### config.mk
export PLATFORM = sky130hd
export DESIGN_NAME = tft_timing_gen
export DESIGN_NICKNAME = d
export VERILOG_FILES = /design/src/rtl/tft_timing_gen.sv
export SDC_FILE = /design/constraint.sdc
export NUM_CORES = 1
export LEC_CHECK = 0
export CAP_MARGIN = 20
export CORE_MARGIN = 2
export CORE_UTILIZATION = 45
export CTS_CLUSTER_DIAMETER = 50
export CTS_CLUSTER_SIZE = 14
export DETAILED_ROUTE_END_ITERATION = 10
export GPL_ROUTABILITY_DRIVEN = 0
export GPL_TIMING_DRIVEN = 0
export PLACE_DENSITY = 0.73
export SLEW_MARGIN = 20
export SYNTH_ARGS = -nofsm -noshare
export SYNTH_HDL_FRONTEND = slang
export SYNTH_SLANG_ARGS = --single-unit
### constraint.sdc
create_clock -name clk33m -period 8.1 [get_ports clk33m]
set_clock_uncertainty 0.2 [all_clocks]
set_input_delay 2.43 -clock clk33m [delete_from_list [all_inputs] [get_ports clk33m]]
set_output_delay 2.43 -clock clk33m [all_outputs]
set_load 0.05 [all_outputs]
### src/rtl/tft_timing_gen.sv
// RGB TFT timing generator with programmable porches and sync polarity.
// Drives HS/VS/DE, requests upstream pixels and can substitute test patterns.
module tft_timing_gen #(
    parameter int DATA_W   = 16,
    parameter int H_ACTIVE = 800,
    parameter int H_FP     = 40,
    parameter int H_SYNC   = 128,
    parameter int H_BP     = 88,
    parameter int V_ACTIVE = 480,
    parameter int V_FP     = 10,
    parameter int V_SYNC   = 2,
    parameter int V_BP     = 33,
    parameter int HS_POL   = 0,
    parameter int VS_POL   = 0,
    parameter int CNT_W    = 11
) (
    input  logic              clk33m,
    input  logic              rst_n,
    input  logic              en,
    input  logic [1:0]        mode,
    input  logic [DATA_W-1:0] solid_color,
    input  logic [DATA_W-1:0] data_in,
    output logic              data_req,
    output logic [CNT_W-1:0]  pix_x,
    output logic [CNT_W-1:0]  pix_y,
    output logic              frame_start,
    output logic              line_start,
    output logic [DATA_W-1:0] tft_rgb,
    output logic              tft_hs,
    output logic              tft_vs,
    output logic              tft_de,
    output logic              tft_clk,
    output logic              tft_bl
);

    localparam int H_TOTAL = H_SYNC + H_BP + H_ACTIVE + H_FP;
    localparam int V_TOTAL = V_SYNC + V_BP + V_ACTIVE + V_FP;

    if ((H_TOTAL - 1) >= (1 << CNT_W) || (V_TOTAL - 1) >= (1 << CNT_W)) begin : g_bad_cnt_w
        $error("CNT_W too narrow for H_TOTAL/V_TOTAL");
    end

    localparam logic [CNT_W-1:0] H_LAST  = CNT_W'(H_TOTAL - 1);
    localparam logic [CNT_W-1:0] V_LAST  = CNT_W'(V_TOTAL - 1);
    localparam logic [CNT_W-1:0] H_SY    = CNT_W'(H_SYNC);
    localparam logic [CNT_W-1:0] V_SY    = CNT_W'(V_SYNC);
    localparam logic [CNT_W-1:0] H_A0    = CNT_W'(H_SYNC + H_BP);
    localparam logic [CNT_W-1:0] V_A0    = CNT_W'(V_SYNC + V_BP);
    localparam logic [CNT_W-1:0] H_ACT_C = CNT_W'(H_ACTIVE);
    localparam logic [CNT_W-1:0] V_ACT_C = CNT_W'(V_ACTIVE);
    localparam logic [CNT_W-1:0] ONE     = CNT_W'(1);
    localparam logic             HS_ON   = 1'(HS_POL);
    localparam logic             VS_ON   = 1'(VS_POL);

    logic              running;
    logic [CNT_W-1:0]  h_cnt;
    logic [CNT_W-1:0]  v_cnt;
    logic              h_last;
    logic              v_last;
    logic              h_act;
    logic              v_act;
    logic [1:0]        mode_q;
    logic [DATA_W-1:0] solid_q;
    logic [2:0]        bar_idx;
    logic [DATA_W-1:0] pix_sel;

    function automatic logic [DATA_W-1:0] fit(input logic [15:0] c);
        logic [DATA_W-1:0] r;
        for (int i = 0; i < DATA_W; i++) begin
            r[i] = c[i % 16];
        end
        return r;
    endfunction

    function automatic logic [15:0] bar_color(input logic [2:0] idx);
        logic [15:0] c;
        unique case (idx)
            3'd0: c = 16'hFFFF;
            3'd1: c = 16'hFFE0;
            3'd2: c = 16'h07FF;
            3'd3: c = 16'h07E0;
            3'd4: c = 16'hF81F;
            3'd5: c = 16'hF800;
            3'd6: c = 16'h001F;
            default: c = 16'h0000;
        endcase
        return c;
    endfunction

    assign h_last = (h_cnt == H_LAST);
    assign v_last = (v_cnt == V_LAST);
    assign h_act  = (h_cnt >= H_A0) && ((h_cnt - H_A0) < H_ACT_C);
    assign v_act  = (v_cnt >= V_A0) && ((v_cnt - V_A0) < V_ACT_C);

    assign data_req    = running && h_act && v_act;
    assign pix_x       = data_req ? (h_cnt - H_A0) : '0;
    assign pix_y       = data_req ? (v_cnt - V_A0) : '0;
    assign line_start  = running && (h_cnt == '0);
    assign frame_start = line_start && (v_cnt == '0);
    assign tft_clk     = clk33m;

    // Run flag and raster counters; a stop request waits for the frame end.
    always_ff @(posedge clk33m or negedge rst_n) begin
        if (!rst_n) begin
            running <= 1'b0;
            h_cnt   <= '0;
            v_cnt   <= '0;
        end else if (!running) begin
            running <= en;
            h_cnt   <= '0;
            v_cnt   <= '0;
        end else begin
            if (h_last && v_last && !en) begin
                running <= 1'b0;
            end
            if (h_last) begin
                h_cnt <= '0;
                v_cnt <= v_last ? '0 : v_cnt + ONE;
            end else begin
                h_cnt <= h_cnt + ONE;
            end
        end
    end

    // Pattern controls only change on a frame boundary.
    always_ff @(posedge clk33m or negedge rst_n) begin
        if (!rst_n) begin
            mode_q  <= 2'd0;
            solid_q <= '0;
        end else if (frame_start) begin
            mode_q  <= mode;
            solid_q <= solid_color;
        end
    end

    // Pixel source selection for the current request.
    always_comb begin
        bar_idx = 3'(({pix_x, 3'b000}) / (CNT_W + 3)'(H_ACTIVE));
        pix_sel = '0;
        unique case (mode_q)
            2'd0: pix_sel = data_in;
            2'd1: pix_sel = fit(bar_color(bar_idx));
            2'd2: pix_sel = fit((pix_x[5] ^ pix_y[5]) ? 16'hFFFF : 16'h0000);
            default: pix_sel = solid_q;
        endcase
    end

    // Panel pins, one cycle behind the counters.
    always_ff @(posedge clk33m or negedge rst_n) begin
        if (!rst_n) begin
            tft_hs  <= ~HS_ON;
            tft_vs  <= ~VS_ON;
            tft_de  <= 1'b0;
            tft_rgb <= '0;
            tft_bl  <= 1'b0;
        end else begin
            tft_hs  <= (running && h_cnt < H_SY) ? HS_ON : ~HS_ON;
            tft_vs  <= (running && v_cnt < V_SY) ? VS_ON : ~VS_ON;
            tft_de  <= data_req;
            tft_rgb <= data_req ? pix_sel : '0;
            tft_bl  <= running;
        end
    end

endmodule

* Yosys cells after proc, flatten, opt, wreduce, memory -nomap -nowiden
Cells that the tools add are included.
** Operators by class
- Add/subtract/negate cells :: 4
- Multiply operators :: 0
- Divide/modulo/power cells :: 1
- Magnitude comparators :: 6
- Eq/ne operators :: 11
- Shift-type cells :: 0
- Muxes and demuxes :: 15
- Bitwise operators :: 1
- Reductions and logical operators :: 15
** Operators with widths (count)
- case mux 16 bit (7 select lines) :: 1
- 2-to-1 mux 11 bit :: 7
- case mux 16 bit (3 select lines) :: 1
- 2-to-1 mux 16 bit :: 2
- adder 11 x 1 -> 11 bit, second input constant :: 2
- zero test 11 bit :: 2
- divider 14 x 10 -> 14 bit, second input constant :: 1
- == test 11 x 10 -> 1 bit, second input constant :: 1
- == test 11 bit, second input constant :: 1
- greater-or-equal comparator 11 x 6 -> 1 bit, second input constant :: 1
- greater-or-equal comparator 11 x 8 -> 1 bit, second input constant :: 1
- < comparator 11 x 10 -> 1 bit, second input constant :: 1
- < comparator 11 x 2 -> 1 bit, second input constant :: 1
- < comparator 11 x 8 -> 1 bit, second input constant :: 1
- < comparator 11 x 9 -> 1 bit, second input constant :: 1
- subtractor 11 x 6 -> 11 bit, second input constant :: 1
- subtractor 11 x 8 -> 11 bit, second input constant :: 1
- logical AND 1 bit :: 10
- == test 3 bit, second input constant :: 3
- == test 3 x 2 -> 1 bit, second input constant :: 2
- 2-to-1 mux 1 bit :: 4
- == test 3 x 1 -> 1 bit, second input constant :: 1
- zero test 3 bit :: 1
- == test 2 x 1 -> 1 bit, second input constant :: 1
- 5 further kinds :: 5
** Word-level totals
- Bits in registers :: 61
- Bits in latches :: 0
- Bits in writable memories :: 0
- ROM bits :: 0
- Input port bits :: 37
- Output and inout port bits :: 46
- Word-level logic and storage cells :: 63
- Memories kept :: 0

* Depth between registers and ports, before layout
Gate-level depths: netlist of the first run.
- Word-level depth :: 11
- Depth in mapped cells :: 12
- Depth with buffers taken out :: 10

==> flow_metrics.tcl, run 1 <==
set metrics [dict create \
    status "finished clean" \
    num_rows 33 \
    dieArea_um2 9060 \
    slew_headroom_pct 50.3 \
    cts_tree "built" \
    rr_worst_depth 10 \
    synthArstFlopShare_pct 100 \
    setup_ws_ns 0.388 \
    hold_slack_ns 0.299 \
    setup_viol 0 \
    first_pass_iters 5 \
    core_um2 8130 \
    grt_pass1_wl_mm 15.6 \
    path_buf_inv 4 \
    synthCells 398 \
    die_w_um 95.2 \
    grt_util_all_layers_pct 22.7 \
    area_delta_synth_final_pct 32.6 \
    yosysMostFrequentCell "dfrtp_1" \
    portBuffers 79 \
    vias 3358 \
    detail_route.wl_per_cell_um 15.9 \
    crit_required_ns 5.47 \
    timing.final.max_slew_violations 0 \
    dp_hpwl_mm 6.89 \
    cts_resized 0 \
    drtIter0Drc 159 \
    grt_pass1_vias 3167 \
    io_pins 83 \
    worst_path_largest_cell_delay_ns 0.69 \
    layout-drive-gt1-share_pct 13.8 \
    leakagePower_nw 2.03 \
    critPathLaunchType "clock port" \
    cpMostUsedCell "clkbuf_8" \
    r2r_setup_slack_ns 4.61 \
    antenna_left 0 \
    crit_family "buffers and inverters" \
    ys_types 67 \
    peakVddDrop_v 0.000226 \
    ys_warn_count 0 \
    critPathSlowestCell "clkdlybuf4s50_1" \
    cap_viol_max_count 0 \
    clock_latency_ns 0.45 \
    worstPathCellList "clkbuf_8 > clkbuf_8 > buf_4 > clkdlybuf4s50_1" \
    path_max_fanout 2 \
    vias_per_cell 5.56 \
    whs_path_depth 1 \
    hold_buffers 0 \
    synth-seq-cells 61 \
    start_util_pct 46.0 \
    dieHeight_um 95.2 \
    clk_pin_slew_worst_paths_ns 0.07 \
    synth_top_cell_area_share_pct 39.4 \
    power_density_nw_per_um2 148 \
    pre_cts_slack_ns 0.634 \
    nFillCells 665 \
    fin_nets 536 \
    ys.flop_type "dfrtp_1" \
    tightest_slew_ns 0.741 \
    grt-ovfl-total 0 \
    synthTopCellsByArea "dfrtp_1, mux2_2, o21ai_0, nor2_1, xnor2_1" \
    synth_common_cells "dfrtp_1, nor2_1, o21ai_0, nand2_1" \
    cts_setup_buffers 0 \
    synth_edf_count 0 \
    cp_num_cells 4 \
    critical_path_arrival_ns 5.08 \
    drc 0 \
    hold_class "register to register" \
    antenna_cells 0 \
    netlist_area_um2 3740 \
    yosys.area.top_type "dfrtp_1" \
    antenna_found_initial 0 \
    hold_violations 0 \
    rsz0062_at_grt "no" \
    syn_avg_cell_area_um2 9.41 \
    tns_ns 0 \
    wl_mm 9.60 \
    ys_seq_area_share_pct 40.8 \
    path_class "clock port to output pin" \
    grt_max_degree 56 \
    critPathCaptureType "output pin" \
]
## path summary, 6_finish.rpt
check | startpoint | to
max in group asynchronous | rst_n | tft_vs$_DFF_PN1_
worst min-delay path | h_cnt[0]$_DFF_PN0_ | h_cnt[0]$_DFF_PN0_
min in group asynchronous | rst_n | tft_rgb[8]$_DFF_PN0_
worst max-delay path | clk33m | tft_clk
worst max register to register | h_cnt[4]$_DFF_PN0_ | tft_rgb[2]$_DFF_PN0_
worst min register to register | h_cnt[0]$_DFF_PN0_ | h_cnt[0]$_DFF_PN0_
## cells by family after synthesis
| group | count (synthesis) | synth area share (%) |
|---|---|---|
| AO/OA/AOI/OAI | 103 | 19.7 |
| XOR/XNOR | 24 | 5.61 |
| adder cells (fa/ha/maj) | 6 | 1.94 |
| buffers and inverters | 47 | 6.25 |
| flip-flops | 61 | 40.8 |
| multiplexers | 18 | 5.38 |
| other | 1 | 0.100 |
| AND/OR/NAND/NOR | 138 | 20.2 |
## state kept, by name (all words and copies together), names as in the netlist
name and count:
solid_q 16, tft_rgb 16, h_cnt 11, v_cnt 11
mode_q 2, running 1, tft_bl 1, tft_de 1
tft_hs 1, tft_vs 1
## metrics by stage
stage / cells / cell area, um^2 / util [%] / power, mW
floorplan: 400 / 3750 / - / 0.359
global placement: 584 / 4670 / 57.5 / 0.394
detailed placement: 585 / 4700 / 57.8 / 0.396
CTS: 604 / 4960 / 61.0 / 0.744
global route: 604 / 4960 / 61.0 / 0.761
finish: 604 / 4960 / 61.0 / 0.736
## layout by cell type, fill, tap and decap left out, drive strengths merged, types with 7 or more instances in the layout
master,Yosys,layout
a21oi,18,18
and2,8,8
and3,10,10
buf,18,20
clkbuf,16,28
clkdlybuf4s50,0,78
dfrtp,59,59
inv,12,13
mux2,17,17
nand2,28,28
nand3,11,11
nor2,34,34
nor2b,8,8
nor4,8,8
o2111ai,7,7
o211ai,9,9
o21ai,31,31
xnor2,12,12
xor2,12,12
## final cells by class
cell class                      instances  area [um^2]  area share (%)
Multi-Input combinational cell        292         1990            40.1
Sequential cell                        61         1530            30.8
Timing Repair Buffer                   79          806            16.2
Buffer                                 34          180            3.63
Clock buffer                           13          175            3.53
Tap cell                              105          131            2.65
Clock inverter                          7         98.8            1.99
Inverter                               13         53.8            1.08
## routing by layer
layer,part of all wire [%],track usage [%],up-vias
met2,48,33.8,107
met5,0,0,-
met4,2.8,11.1,0
met1,44,30.9,1602
met3,5.1,5.53,24
li1,-,-,1625
## power by group
part / total [mW] / switching (mW) / internal (mW)
sequential: 0.312 / 0.00264 / 0.309
combinational: 0.0427 / 0.0188 / 0.0239
clock: 0.382 / 0.162 / 0.220
Note: power is estimated with default switching activity, not from simulation.
==> run 2, diff against run 1 <==
--- a/config.mk
+++ b/config.mk
@@ -8,12 +8,12 @@
 export CAP_MARGIN = 20
 export CORE_MARGIN = 2
 export CORE_UTILIZATION = 45
-export CTS_CLUSTER_DIAMETER = 50
+export CTS_CLUSTER_DIAMETER = 120
 export CTS_CLUSTER_SIZE = 14
 export DETAILED_ROUTE_END_ITERATION = 10
 export GPL_ROUTABILITY_DRIVEN = 0
 export GPL_TIMING_DRIVEN = 0
-export PLACE_DENSITY = 0.73
+export PLACE_DENSITY = 0.74
 export SLEW_MARGIN = 20
 export SYNTH_ARGS = -nofsm -noshare
 export SYNTH_HDL_FRONTEND = slang
==> run 2 against run 1 <==
Compared with the run above:
- first-iteration DRC count rose by 38%
- sequential power barely moved
- global-route usage fell by 0.094 points
- total power fell by 8.2%
- critical path depth did not move
- die area did not move
- clock-buffer cell count rose by 3
- highest routed layer unchanged
- largest cell class unchanged
- largest power group unchanged
- clock power fell by 16%
- routed wire length barely moved
- design area fell by 0.91%
- sequential cell count did not move
- via count rose by 1.7%
==> flow_metrics.tcl, run 2 (synthesis results as in run 1) <==
set metrics [dict create \
    first_pass_iters 5 \
    crit_start "clk33m" \
    final_common_cell "clkdlybuf4s50_1" \
    clock_latency_ns 0.45 \
    grt_pass1_vias 3205 \
    crit_required_ns 5.47 \
    clk_pin_slew_worst_paths_ns 0.07 \
    critPathCaptureType "output pin" \
    cpMostUsedCell "clkbuf_8" \
    r2r-start "h_cnt[4]$_DFF_PN0_" \
    path_max_fanout 2 \
    layout_common_cells "clkdlybuf4s50_1, dfrtp_1, nor2_1" \
    hold_buffers 0 \
    dieHeight_um 95.2 \
    area_delta_synth_final_pct 31.4 \
    tightest_slew_ns 0.710 \
    dieArea_um2 9060 \
    critical_path_arrival_ns 5.08 \
    tns_ns 0 \
    antenna_cells 0 \
    critPathSlowestCell "clkdlybuf4s50_1" \
    layout-drive-gt1-share_pct 13.4 \
    grt_max_degree 48 \
    rsz0062_at_grt "no" \
    p_total_mw 0.676 \
    num_rows 33 \
    wl_mm 9.59 \
    worstHoldStart "h_cnt[0]$_DFF_PN0_" \
    leakagePower_nw 2.01 \
    path_class "clock port to output pin" \
    grt_pass1_wl_mm 15.8 \
    cts_tree "built" \
    cts_resized 0 \
    detail_route.wl_per_cell_um 15.9 \
    cap_viol_max_count 0 \
    grt-ovfl-total 0 \
    reg_top3 "solid_q x16, tft_rgb x16" \
    antenna_left 0 \
    fin_nets 536 \
    core_um2 8130 \
    antenna_found_initial 0 \
    cts_setup_buffers 0 \
    slew_headroom_pct 52.5 \
    io_pins 83 \
    timing.final.max_slew_violations 0 \
    vias_per_cell 5.66 \
    drc 0 \
    die_w_um 95.2 \
    grt_util_all_layers_pct 22.6 \
    dp_hpwl_mm 7.10 \
    power_density_nw_per_um2 137 \
    start_util_pct 46.0 \
    portBuffers 79 \
    vias 3416 \
    worst_path_largest_cell_delay_ns 0.69 \
    setup_viol 0 \
    status "finished clean" \
    hold_violations 0 \
    critPathLaunchType "clock port" \
    peakVddDrop_v 0.000133 \
    hold_class "register to register" \
    worstPathCellList "clkbuf_8 > clkbuf_8 > buf_4 > clkdlybuf4s50_1" \
    drtIter0Drc 219 \
]
run 2: worst max-delay path, delay by kind of cell:
kind	cells	cell delay [ns]
buffers and inverters	4	1.04
run 2: power breakdown:
part           switching [mW]  internal [mW]  total (mW)
sequential            0.00271          0.309       0.312
combinational          0.0196         0.0239      0.0435
clock                   0.154          0.167       0.320
run 2: final cells by class:
type | count | area [um^2]
multi-input combinational | 292 | 1990
clock buffer | 16 | 196
timing repair buffer | 79 | 806
buffer | 34 | 180
clock inverter | 4 | 32.5
inverter | 13 | 53.8
tap | 105 | 131
fill | 696 | 3220
sequential | 61 | 1530
run 2: final timing paths:
check,slack (ns),end,cells after the start
max,0.39,tft_clk,4
min,0.29,h_cnt[0]$_DFF_PN0_,1
max reg2reg,4.53,tft_rgb[14]$_DFF_PN0_,10
min reg2reg,0.29,h_cnt[0]$_DFF_PN0_,1
max in group asynchronous,5.58,tft_rgb[8]$_DFF_PN0_,2
min in group asynchronous,1.63,tft_bl$_DFF_PN0_,1
run 2: per-stage QoR:
| step | cell area (um^2) | std cells | hold slack [ns] | setup slack (ns) | util (%) |
|---|---|---|---|---|---|
| 2_1_floorplan | 3750 | 400 | 0.247 | 1.25 | - |
| 3_3_place_gp | 4670 | 584 | 0.265 | 0.634 | 57.5 |
| 3_5_place_dp | 4700 | 585 | 0.277 | 0.634 | 57.8 |
| 4_1_cts | 4920 | 604 | 0.288 | 0.382 | 60.5 |
| 5_1_grt | 4920 | 604 | 0.316 | 0.378 | 60.5 |
| 6_report | 4920 | 604 | 0.290 | 0.388 | 60.5 |
run 2: metal layers:
| metal | track usage, % | part of all wire, % | vias to the layer above |
|---|---|---|---|
| met2 | 34.4 | 48 | 123 |
| met5 | 0 | 0 | - |
| met1 | 31.3 | 44 | 1655 |
| met4 | 9.42 | 1.8 | 0 |
| li1 | - | - | 1618 |
| met3 | 4.90 | 5.5 | 20 |
